$ cat config.mk
export PLATFORM = sky130hd
export DESIGN_NAME = seq_mult_issue
export DESIGN_NICKNAME = d
export VERILOG_FILES = /design/src/rtl/seq_mult_pkg.sv /design/src/rtl/seq_mult_opfifo.sv /design/src/rtl/seq_mult_issue.sv
export SDC_FILE = /design/constraint.sdc
export NUM_CORES = 1
export LEC_CHECK = 0
export BUFFER_PORTS_ARGS = -buffer_cell sky130_fd_sc_hd__buf_4
export CELL_PAD_IN_SITES_DETAIL_PLACEMENT = 1
export CELL_PAD_IN_SITES_GLOBAL_PLACEMENT = 2
export CORE_MARGIN = 4
export CORE_UTILIZATION = 33
export DETAILED_ROUTE_END_ITERATION = 8
export GPL_TIMING_DRIVEN = 1
export PLACE_DENSITY = 0.88
export SETUP_SLACK_MARGIN = 0.2
export SLEW_MARGIN = 20
export SYNTH_ARGS = -nofsm -noshare
export SYNTH_HDL_FRONTEND = slang
export SYNTH_SLANG_ARGS = --single-unit
$ cat constraint.sdc
create_clock -name clk -period 1.7 [get_ports clk]
set_input_delay 0.34 -clock clk [delete_from_list [all_inputs] [get_ports clk]]
set_output_delay 0.34 -clock clk [all_outputs]
set_load 0.1 [all_outputs]
$ cat src/rtl/seq_mult_pkg.sv
// Shared definitions for the sequential multiplier issue stage:
// FSM encoding, default operand width and the core's worst-case latency.
package seq_mult_pkg;

   localparam int DEFAULT_WIDTH = 8;

   typedef enum logic [2:0] {
      ST_IDLE  = 3'd0,
      ST_ISSUE = 3'd1,
      ST_WAIT  = 3'd2,
      ST_HOLD  = 3'd3,
      ST_ABORT = 3'd4
   } state_t;

   // Longest time the shift-add core can take from go to done.
   function automatic int worst_case_cycles(input int width);
      return 3 * width + 4;
   endfunction

endpackage

$ cat src/rtl/seq_mult_opfifo.sv
// Small synchronous operand FIFO with asynchronous active-low clear.
// Push while full and pop while empty are ignored.
module seq_mult_opfifo #(
   parameter int DW    = 16,
   parameter int DEPTH = 2
) (
   input  logic                   clk,
   input  logic                   clr_n,
   input  logic                   push,
   input  logic                   pop,
   input  logic [DW-1:0]          din,
   output logic [DW-1:0]          dout,
   output logic                   full,
   output logic                   empty,
   output logic [$clog2(DEPTH):0] count
);

   localparam int AW = $clog2(DEPTH);
   localparam int CW = AW + 1;

   logic [DW-1:0] mem [DEPTH];
   logic [AW-1:0] wr_ptr;
   logic [AW-1:0] rd_ptr;
   logic          push_ok;
   logic          pop_ok;

   assign push_ok = push && !full;
   assign pop_ok  = pop && !empty;

   always_ff @(posedge clk or negedge clr_n) begin
      if (!clr_n) begin
         wr_ptr <= '0;
         rd_ptr <= '0;
         count  <= '0;
         for (int i = 0; i < DEPTH; i++) mem[i] <= '0;
      end else begin
         if (push_ok) begin
            mem[wr_ptr] <= din;
            wr_ptr      <= wr_ptr + AW'(1);
         end
         if (pop_ok) rd_ptr <= rd_ptr + AW'(1);
         case ({push_ok, pop_ok})
            2'b10:   count <= count + CW'(1);
            2'b01:   count <= count - CW'(1);
            default: ;
         endcase
      end
   end

   // Head is read combinationally so IDLE can latch it in the pop cycle.
   assign dout  = mem[rd_ptr];
   assign full  = (count == CW'(DEPTH));
   assign empty = (count == '0);

endmodule

$ cat src/rtl/seq_mult_issue.sv
// Issue stage for the shift-add multiplier core: queues operand pairs, runs one
// multiplication at a time, returns products and aborts a hung core via watchdog.
module seq_mult_issue
   import seq_mult_pkg::*;
#(
   parameter int WIDTH   = DEFAULT_WIDTH,
   parameter int DEPTH   = 2,
   parameter int TIMEOUT = 64
) (
   input  logic               clk,
   input  logic               clr_n,
   input  logic               in_valid,
   output logic               in_ready,
   input  logic [WIDTH-1:0]   in_a,
   input  logic [WIDTH-1:0]   in_b,
   output logic               mul_go,
   output logic [WIDTH-1:0]   mul_a,
   output logic [WIDTH-1:0]   mul_b,
   output logic               mul_clr,
   input  logic               mul_done,
   input  logic [2*WIDTH-1:0] mul_p,
   output logic               out_valid,
   input  logic               out_ready,
   output logic [2*WIDTH-1:0] out_p,
   output logic               out_err,
   output logic               busy
);

   // A TIMEOUT at or below the core's worst case would abort healthy operations.
   localparam int WD_LIMIT = (TIMEOUT > worst_case_cycles(WIDTH)) ? TIMEOUT
                                                                  : worst_case_cycles(WIDTH) + 1;
   localparam int WD_W = $clog2(WD_LIMIT + 1);
   localparam logic [WD_W-1:0] WD_LAST = WD_W'(WD_LIMIT - 1);

   state_t              state;
   state_t              state_next;
   logic [WD_W-1:0]     watchdog;
   logic [2*WIDTH-1:0]  head;
   logic                fifo_full;
   logic                fifo_empty;
   logic [$clog2(DEPTH):0] fifo_count;
   logic                pop;

   seq_mult_opfifo #(
      .DW    (2 * WIDTH),
      .DEPTH (DEPTH)
   ) u_opfifo (
      .clk   (clk),
      .clr_n (clr_n),
      .push  (in_valid && in_ready),
      .pop   (pop),
      .din   ({in_a, in_b}),
      .dout  (head),
      .full  (fifo_full),
      .empty (fifo_empty),
      .count (fifo_count)
   );

   assign pop      = (state == ST_IDLE) && !fifo_empty;
   assign in_ready = !fifo_full;
   assign mul_go   = (state == ST_ISSUE);
   assign mul_clr  = (state == ST_ABORT);
   assign busy     = (state != ST_IDLE) || (fifo_count != '0);

   always_ff @(posedge clk or negedge clr_n) begin
      if (!clr_n) state <= ST_IDLE;
      else        state <= state_next;
   end

   always_comb begin
      state_next = state;
      unique case (state)
         ST_IDLE:  if (!fifo_empty) state_next = ST_ISSUE;
         ST_ISSUE: state_next = ST_WAIT;
         ST_WAIT: begin
            // A completion in the final watchdog cycle still counts as success.
            if (mul_done)                   state_next = ST_HOLD;
            else if (watchdog == WD_LAST)   state_next = ST_ABORT;
         end
         ST_ABORT: state_next = ST_HOLD;
         ST_HOLD:  if (out_ready) state_next = ST_IDLE;
         default:  state_next = ST_IDLE;
      endcase
   end

   always_ff @(posedge clk or negedge clr_n) begin
      if (!clr_n) begin
         watchdog  <= '0;
         mul_a     <= '0;
         mul_b     <= '0;
         out_valid <= 1'b0;
         out_p     <= '0;
         out_err   <= 1'b0;
      end else begin
         if (pop) {mul_a, mul_b} <= head;
         case (state)
            ST_ISSUE: watchdog <= '0;
            ST_WAIT: begin
               watchdog <= watchdog + WD_W'(1);
               if (mul_done) begin
                  out_p     <= mul_p;
                  out_err   <= 1'b0;
                  out_valid <= 1'b1;
               end
            end
            ST_ABORT: begin
               out_p     <= '0;
               out_err   <= 1'b1;
               out_valid <= 1'b1;
            end
            ST_HOLD: if (out_ready) out_valid <= 1'b0;
            default: ;
         endcase
      end
   end

endmodule
# ---- After elaboration in Yosys (flattened, before gate mapping)
# Cells that the tools add are included.
dict set report word_totals {
  ff_bits 80
  latchBits 0
  mem_bits_rw 0
  romBits 0
  in_bits 37
  out_inout_bits 38
  word_cells 73
  n_memories 0
}
dict set report classes {
  add_sub_neg 5
  n_mul 0
  n_div 0
  order_cmp 3
  n_eq_ne 12
  shifts 0
  mux 20
  n_bitwise 2
  reduce_logical 19
}
# cell n
set ops {}
lappend ops {{16-bit 2-to-1 mux} 5}
lappend ops {{32-bit bitwise mux} 1}
lappend ops {{16-bit one-hot mux with 2 select lines} 1}
lappend ops {{16-bit demux with 1-bit select} 1}
lappend ops {{3-bit one-hot mux with 5 select lines} 1}
lappend ops {{7-bit one-hot mux with 2 select lines} 1}
lappend ops {{3-bit 2-to-1 mux} 4}
lappend ops {{2-bit nonzero test} 4}
lappend ops {{7-bit by 1-bit adder with 7-bit output, second input constant} 1}
lappend ops {{7-bit by 6-bit equality test with 1-bit output, second input constant} 1}
lappend ops {{3-bit by 2-bit equality test with 1-bit output, second input constant} 2}
lappend ops {{2-bit != test, second input constant} 3}
lappend ops {{3-bit AND reduction} 2}
lappend ops {{3-bit nonzero test} 2}
lappend ops {{1-bit logical AND} 5}
lappend ops {{2-bit equality test, second input constant} 2}
lappend ops {{2-bit greater-or-equal comparator, second input constant} 2}
lappend ops {{1-bit NOT with 2-bit output} 2}
lappend ops {{2-bit one-hot mux with 2 select lines} 1}
lappend ops {{3-bit by 1-bit equality test with 1-bit output, second input constant} 1}
lappend ops {{3-bit equality test, second input constant} 1}
lappend ops {{3-bit zero test} 1}
lappend ops {{1-bit 2-to-1 mux} 3}
lappend ops {{3-bit != test, second input constant} 1}
lappend ops {{other kinds (11)} 13}

# ---- Depth between registers and ports, before layout
# Gate-level depths: netlist of the first run.
dict set report depth {
  word_depth 6
  mapped_depth 9
  depth_no_buf 7
}

# ---- Modules after synthesis
# Synthesis of the first run repeated with hierarchy kept, for this count alone.
dict set report unflattened {
  hier_cells 255
  hier_area_um2 3499.6
}
# module n_inst cells_per_inst area_each_um2 seq_area_each_um2
set modules_own_cells {}
lappend modules_own_cells {seq_mult_issue 1 152 1900.6 1101.1}
lappend modules_own_cells {seq_mult_opfifo 1 103 1599.0 900.9}

# ---- Worst setup path before layout of the first run
# No wires, ideal clock.
dict set report synth_path {
  kind {register -> output}
  startpoint {reg state[0]}
  endpoint {out mul_clr}
  arrival_ns 1.763
  required_time_ns 1.360
  setup_slack_ns -0.403
  stages_incl_launch_ff 6
  path_cell_list {dfrtp_1 buf_2 or3b_1 buf_2 buf_6 inv_1}
}
dict set report synth_via {
  elab_chain_cells 1
}
# item line
set synth_rtl {}
lappend synth_rtl {{start: declaration} seq_mult_issue.sv:35} ;# state_t state;
lappend synth_rtl {{start signal: assignment} seq_mult_issue.sv:67} ;# else state <= state_next;
lappend synth_rtl {{3-bit equality test} seq_mult_issue.sv:62} ;# assign mul_clr = (state == ST_ABORT);
lappend synth_rtl {{end: declaration} seq_mult_issue.sv:19} ;# output logic mul_clr,
# Every way passes these cells.

# ---- Final worst setup path of the first run
dict set report layout_path {
  startpoint {reg state[2]}
  endpoint {out mul_go}
}
dict set report layout_via {
  elab_chain_cells 1
}
# item line
set layout_rtl {}
lappend layout_rtl {{3-bit by 1-bit equality test with 1-bit output} seq_mult_issue.sv:61} ;# assign mul_go = (state == ST_ISSUE);
lappend layout_rtl {{end: declaration} seq_mult_issue.sv:16} ;# output logic mul_go,
# Every way passes these cells.

==> impl_metrics.ini, run 1 <==
[yosys]
synth_ff_type = dfrtp_1
synth_area_um2 = 3540
ys_seq_area_share_pct = 56.5
syn_nets = 312
synth_seq_cells = 80
synth_edf_count = 0
yosysUniqueCellTypes = 42
syn_inst = 273
syn_area_per_cell_um2 = 13.0
ys_async_sr_fraction_pct = 100
yosysWarningCount = 0

[global_route]
grt_pass1_wl_um = 13900
grt_pass1_vias = 2729
grt_usage_pct = 13.7
overflow = 0
antenna_found_initial = 0
grt_max_degree = 34

[sta]
worst_slack_ns = -0.166
fin_setup_tns_ns = -0.530
setup_viol_count_final = 5
fmax_ghz = 0.536
slew_headroom_pct = 74.4
min_period_ns = 1.87
finalHoldViolCount = 0
slew_violations = 0
rsz0062_at_grt = true
period_share_pct = 110
hold_ws_ns = 0.183
skew_ns = 0.0119
worst-slew-pin-transition_ns = 0.385

[drt]
wirelength_um = 8960
drc = 0
drtAntennaViolNets = 0
drtIter0Drc = 57
first_pass_iters = 4
dr_total_vias = 2525
avgViaCountPerCell = 4.87
post_drt_wl_per_cell_um = 17.3

[floorplanning]
die_w_um = 112
io_pins = 75
rows = 37
core_um2 = 10400
initial_utilization_pct = 34.2
die_area_um2 = 12500
die_y_um = 112

[clock_network]
cts_buffer_depth = 2
htreeDepth = 3
cts_tree = built
cts_buffers = 9
path_clk_slew_ns = 0.09
worstSkewPairLatency_ns = 0.36
clkSinkCount = 80
clockRootBuffer = clkbuf_8

[setup_path]
required_ns = 1.36
ff2ff_setup_slack_ns = -0.08
path_cells = or3b_4 -> clkinvlp_4 -> buf_12
path_class = reg -> out
crit_path_end_kind = primary output
cp_top_family = simple AND/OR/NAND/NOR gates
cp_slowest_cell = or3b_4
cp.arrival_ns = 1.53
slowest_delay_ns = 0.45
worst-path-buf-inv = 2
crit_fanout = 5
cp-start-kind = flip-flop

[place]
dpl.cell_count = 482
io_buffers = 74
routabilityCongestion = 0.713
dp_hpwl_um = 5720

[cells_and_area]
antennaDiodeCount = 0
drive_gt1_share_pct = 63.1
area_growth_pct = 44.3
final_cells = 518
final_common_cell = buf_4
nets = 416
layout_common_cells = buf_4 (88), dfrtp_1 (77), mux2_2 (44)
n_fill_cell = 1089

[min_path]
hp-class = in -> reg

[run_status]
violations = setup timing
status = finished with violations

[job]
maxCapViolations = 0
-- metal layers --
layer	wire length [µm]	part of all wire (%)	up-vias	global-route usage, %
met5	0	0	-	0
met4	152	1.7	0	4.54
met3	338	3.8	10	3.48
met2	4480	50	54	22.2
met1	3990	45	1301	18.1
li1	-	-	1160	-
-- timing repair --
item                                   CTS  global route
hold buffers                             1             0
cloned                                   0             3
gates resized for setup                 26            72
pin swaps                                6            30
setup buffers                            8             8
setup endpoints to repair               26            44
endpoints found under the hold margin   24             0
-- final timing paths --
kind / startpoint / end / depth (start not counted)
worst max-delay path: state[2]$_DFFE_PN0P_ / mul_go / 3
worst min-delay path: mul_p[0] / out_p[0]$_DFFE_PN0P_ / 3
worst max register to register: state[2]$_DFFE_PN0P_ / watchdog[3]$_DFFE_PN0P_ / 6
worst min register to register: u_opfifo.mem[9]$_DFFE_PN0P_ / u_opfifo.mem[9]$_DFFE_PN0P_ / 1
max in group asynchronous: clr_n / u_opfifo.count[1]$_DFFE_PN0P_ / 3
min in group asynchronous: clr_n / u_opfifo.mem[26]$_DFFE_PN0P_ / 2
-- through the flow --
step	area, µm²	utilization [%]	setup slack, ns
after floorplan	3650	-	-0.110
after global placement	4390	42.3	0.0878
after detailed placement	4390	42.3	0.0610
after CTS	4770	46.0	-0.158
after global routing	5110	49.3	-0.220
final	5110	49.3	-0.166
-- cells by family after synthesis --
| family | after synthesis | share of synthesized area (%) |
|---|---|---|
| buffers and inverters | 22 | 4.06 |
| AOI/OAI and AO/OA | 34 | 6.57 |
| muxes | 68 | 21.7 |
| xor gates and xnor gates | 5 | 1.24 |
| adders and majority gates | 2 | 0.706 |
| DFF | 80 | 56.5 |
| and+or+nand+nor | 62 | 9.18 |
-- registers in the layout (all words and copies together) (netlist names) --
name             flops
out_p               16
out_err              1
state                3
u_opfifo.count       2
out_valid            1
watchdog             7
u_opfifo.wr_ptr      1
mul_a                8
mul_b                8
u_opfifo.mem        32
u_opfifo.rd_ptr      1
-- synth_stat cells, types with 2 or more instances --
library cell   n  area (µm²)
o21ai_0       19        95.1
xnor2_1        4        35.0
dfrtp_1       80        2000
nand3_1        2        10.0
mux2_2        63         709
mux2i_1        3        30.0
or3b_1         3        26.3
nand2_1       38         143
mux2_4         2        30.0
buf_2          7        35.0
nor3_1         3        15.0
inv_1          6        22.5
nor2_1         2        7.51
buf_6          6        67.6
nand2b_1       2        12.5
nand4_1        2        12.5
ha_1           2        25.0
buf_4          2        15.0
a21oi_1        4        20.0
-- worst min-delay path, cell delays in order --
cell,delay (ns)
buf_4,0.09
nand2_4,0.03
o21ai_2,0.04
-- layout make-up --
class                      instances  area (µm²)  share of cell area (%)
inverter                           6        30.0                   0.588
timing repair buffer             109        1020                    19.9
sequential                        80        2010                    39.2
clock inverter                     7        78.8                    1.54
multi-input combinational        171        1690                    33.0
clock buffer                       9         124                    2.42
tap                              136         170                    3.33
Power of run 1 is left out: the tool's default activity adds up to more than one toggle a clock period on the data nets, which glitch-free logic cannot reach.
==> inputs of run 2 (changes only) <==
CORE_MARGIN = 10   (was 4)
==> run 2 against run 1 <==
  * The flow still finishes with violations (setup timing)
  * Register-to-register slack better by 0.12 ns
  * Critical path depth is the same
  * Cell area increased by 1.5%
  * Setup slack better by 0.024 ns
  * Sequential share of layout area fell by 0.58 points
  * Via count down 1.7%
  * Cell count shrank 0.77%
  * Global-route usage shrank 1.5 points
  * Routed wire length up 13%
  * Non-clock buffer count shrank 4
==> impl_metrics.ini, run 2 (synthesis gave the netlist of run 1 again) <==
[run_status]
status = finished with violations
violations = setup timing

[place]
routabilityCongestion = 0.766
dpl_worst_slack_ns = 0.0384
io_buffers = 74
dp_hpwl_um = 6320

[cells_and_area]
antennaDiodeCount = 0
drive_gt1_share_pct = 65.3
nets = 412
top_register = u_opfifo.mem
multi_input_area_um2 = 1820
utilization_pct = 50.0
top_regs = u_opfifo.mem (32), out_p (16)
regArea_um2 = 2010
area_growth_pct = 46.5
largest_reg_flops = 32
n_fill_cell = 1089
layout_common_cells = buf_4 (84), dfrtp_1 (77), mux2_4 (34)
final_common_cell = buf_4

[global_route]
grt_max_degree = 43
grt_pass1_wl_um = 14800
grt_usage_pct = 12.3
antenna_found_initial = 0
grt_pass1_vias = 2838
overflow = 0

[drt]
drc = 0
drtIter0Drc = 91
wirelength_um = 10100
avgViaCountPerCell = 4.83
post_drt_wl_per_cell_um = 19.7
first_pass_iters = 4
dr_total_vias = 2483
drtAntennaViolNets = 0

[sta]
skew_ns = 0.0104
fmax_ghz = 0.543
min_period_ns = 1.84
slew_headroom_pct = 76.6
finalHoldViolCount = 0
period_share_pct = 108
slew_violations = 0
worst-slew-pin-transition_ns = 0.350
setup_viol_count_final = 3
worst_slack_ns = -0.142
rsz0062_at_grt = true

[floorplanning]
die_w_um = 124
initial_utilization_pct = 34.2
die_y_um = 124
rows = 37
core_um2 = 10400
die_area_um2 = 15300
io_pins = 75

[clock_network]
cts_buffers = 9
cts_tree = built
htreeDepth = 3
clockRootBuffer = clkbuf_8
worstSkewPairLatency_ns = 0.34
path_clk_slew_ns = 0.10
clkSinkCount = 80
cts_buffer_depth = 2

[setup_path]
cp-start-kind = flip-flop
path_class = reg -> out
crit_path_start = state[1]$_DFFE_PN0P_
path_cells = or3b_4 -> clkinvlp_4 -> buf_12
required_ns = 1.36
crit_path_end_kind = primary output
cp_top_family = simple AND/OR/NAND/NOR gates
worst-path-buf-inv = 2
cp_slowest_cell = or3b_4
cp.arrival_ns = 1.50
reg2reg_from = state[2]$_DFFE_PN0P_
crit_fanout = 4
slowest_delay_ns = 0.44
ff2ff_setup_slack_ns = 0.04

[job]
maxCapViolations = 0

[min_path]
hp-class = in -> reg
min_from = mul_p[3]
-- run 2: tightest hold or removal path, stage by stage --
cell and delay, ns:
buf_4 0.09, nand2_4 0.03, o21ai_2 0.04
-- run 2: per-layer routing --
| metal | global-route usage [%] | part of all wire, % | vias up |
|---|---|---|---|
| met5 | 0 | 0 | - |
| met4 | 4.15 | 1.1 | 0 |
| li1 | - | - | 1150 |
| met2 | 21.4 | 53 | 50 |
| met3 | 2.85 | 4.1 | 6 |
| met1 | 14.5 | 42 | 1277 |
-- run 2: repair_timing --
action	CTS	global route
endpoints found under the setup margin	42	61
gates resized for setup	96	33
buffers inserted	10	1
hold buffers	1	0
pin swaps	38	7
gates cloned	0	4
hold endpoints to repair	16	0
-- run 2: final timing paths --
path / cells past startpoint / to
max: 3 / mul_clr
min in group asynchronous: 2 / out_p[15]$_DFFE_PN0P_
min: 3 / out_p[3]$_DFFE_PN0P_
max in group asynchronous: 3 / state[0]$_DFFE_PN0P_
min reg2reg: 1 / u_opfifo.mem[3]$_DFFE_PN0P_
max reg2reg: 5 / watchdog[6]$_DFFE_PN0P_
-- run 2: area by class of cell --
type / count / area share, %
Clock buffer: 10 / 2.65
Sequential cell: 80 / 38.7
Inverter: 6 / 0.579
Tap cell: 136 / 3.28
Multi-Input combinational cell: 171 / 35.0
Clock inverter: 6 / 0.941
Timing Repair Buffer: 105 / 18.8
-- run 2: metrics by stage --
stage	cell area [µm²]	hold slack [ns]	instances	TNS, ns
CTS	4950	0.184	509	-0.370
floorplan	3650	0.0444	273	-0.262
detailed placement	4370	0.233	482	0
finish	5190	0.195	514	-0.395
global route	5190	0.173	514	-0.536
global placement	4370	0.236	482	0
Power of run 2 is left out for the same reason.
==> inputs of run 3 (changes only) <==
CORE_MARGIN = default   (was 10)
==> run 3 against run 2 <==
  * The run still ends with setup timing left
  * Sequential share of layout area grew 2.5 points
  * Maximum frequency down 0.25%
  * Routed wire length shrank 18%
  * Via count shrank 1.9%
  * Register-to-register slack improved by 0.02 ns
  * Count of clock-buffer cells in the layout unchanged
  * Global-route usage up 3.5 points
  * First-iteration DRC count fell by 36%
  * Critical path depth unchanged
  * Cell count is 1.4% lower
  * Die area down 27%
  * Cell area is 6.2% lower
==> impl_metrics.ini, run 3 (synthesis gave the netlist of run 1 again) <==
[run_status]
status = finished with violations
violations = setup timing

[sta]
period_share_pct = 109
fmax_ghz = 0.542
finalHoldViolCount = 0
worst_slack_ns = -0.147
slew_violations = 0
skew_ns = 0.0169
worst-slew-pin-transition_ns = 0.431
min_period_ns = 1.85
hold_ws_ns = 0.191
fin_setup_tns_ns = -0.356
rsz0062_at_grt = true
slew_headroom_pct = 71.3
setup_viol_count_final = 3

[drt]
drtIter0Drc = 58
wirelength_um = 8280
avgViaCountPerCell = 4.80
dr_total_vias = 2436
post_drt_wl_per_cell_um = 16.3
drc = 0
drtAntennaViolNets = 0
first_pass_iters = 4

[place]
dp_hpwl_um = 5260
place_area_um2 = 4360
routabilityCongestion = 0.778
io_buffers = 74
dpl.cell_count = 479

[cells_and_area]
top_register = u_opfifo.mem
final_cells = 507
final_common_cell = buf_4
drive_gt1_share_pct = 55.3
largest_reg_flops = 32
layout_common_cells = buf_4 (78), dfrtp_1 (77), mux2_2 (48)
top_regs = u_opfifo.mem (32), out_p (16)
nets = 405
area_growth_pct = 37.4
antennaDiodeCount = 0
stdcell_area_um2 = 4870

[setup_path]
reg2reg_from = state[0]$_DFFE_PN0P_
r2r_cells = 6
ff2ff_setup_slack_ns = 0.06
cp-start-kind = flip-flop
cp.arrival_ns = 1.51
path_class = reg -> out
cp_slowest_cell = dfrtp_2
crit_path_end_kind = primary output
required_ns = 1.36
crit_path_start = state[0]$_DFFE_PN0P_
cp-endpoint = mul_clr
r2r_end = watchdog[3]$_DFFE_PN0P_
path_cells = or3b_4 -> clkinvlp_4 -> buf_12
crit_fanout = 6
slowest_delay_ns = 0.45

[min_path]
min_path_cells = 3
hp-class = in -> reg

[clock_network]
cts_tree = built
path_clk_slew_ns = 0.09
htreeDepth = 3
cts_buffers = 9
clkSinkCount = 80
worstSkewPairLatency_ns = 0.36
clockRootBuffer = clkbuf_8
cts_buffer_depth = 2

[global_route]
antenna_found_initial = 0
grt_max_degree = 81
grt_pass1_vias = 2549
grt_usage_pct = 15.7
overflow = 0
grt_pass1_wl_um = 13500

[floorplanning]
die_w_um = 106
core_um2 = 10400
io_pins = 75
rows = 37
die_area_um2 = 11200
initial_utilization_pct = 34.2
die_y_um = 106

[job]
maxCapViolations = 0
==> run 3: cell types whose count changed in the layout (fill, tap and decap cells not counted), sizes merged <==
cell | before | now
clkinvlp | 4 | 2
inv | 7 | 6
clkinv | 1 | 3
buf | 101 | 95
bufinv | 0 | 1
clkbuf | 13 | 12
==> run 3: stage by stage <==
stage / utilization, % / setup slack, ns
after floorplan: - / -0.110
after global placement: 42.1 / 0.0445
after detailed placement: 42.1 / 0.00902
after CTS: 45.3 / -0.142
after global routing: 46.9 / -0.195
final: 46.9 / -0.147
==> run 3: final cells by class <==
| cell class | instances | area, µm² |
|---|---|---|
| timing repair buffer | 98 | 916 |
| sequential | 80 | 2010 |
| clock inverter | 6 | 76.3 |
| multi-input combinational | 171 | 1530 |
| tap | 136 | 170 |
| clock buffer | 10 | 138 |
| fill | 1120 | 5500 |
| inverter | 6 | 30.0 |
==> run 3: critical path: cells and delay by family (launching register included) <==
| kind | cells | cell delay, ns |
|---|---|---|
| DFF | 1 | 0.45 |
| and+or+nand+nor | 1 | 0.44 |
| buffers and inverters | 2 | 0.27 |
==> run 3: how the worst min path moves through the flow <==
stage	from	end	slack [ns]
floorplan	clr_n	mul_a[0]$_DFFE_PN0P_	0.04
global placement	clr_n	mul_a[1]$_DFFE_PN0P_	0.40
detailed placement	clr_n	mul_a[1]$_DFFE_PN0P_	0.41
CTS	clr_n	u_opfifo.mem[25]$_DFFE_PN0P_	0.01
global route	in_a[6]	u_opfifo.mem[30]$_DFFE_PN0P_	0.19
finish	mul_p[1]	out_p[1]$_DFFE_PN0P_	0.19
==> run 3: routing by layer <==
layer | vias to the layer above | share of wire [%] | track usage (%)
met5 | - | 0 | 0
met3 | 8 | 3.7 | 4.21
met2 | 54 | 49 | 25.3
li1 | 1135 | - | -
met1 | 1239 | 46 | 20.6
met4 | 0 | 1.4 | 5.06
==> run 3: timing repair <==
| action | 4_1_cts | 5_1_grt |
|---|---|---|
| pin swaps | 0 | 8 |
| hold buffers | 0 | 1 |
| hold endpoints to repair | 0 | 1 |
| setup buffers | 4 | 5 |
| resized for setup | 25 | 20 |
| gates cloned | 0 | 2 |
| endpoints found under the setup margin | 42 | 46 |
Power of run 3 is left out for the same reason.
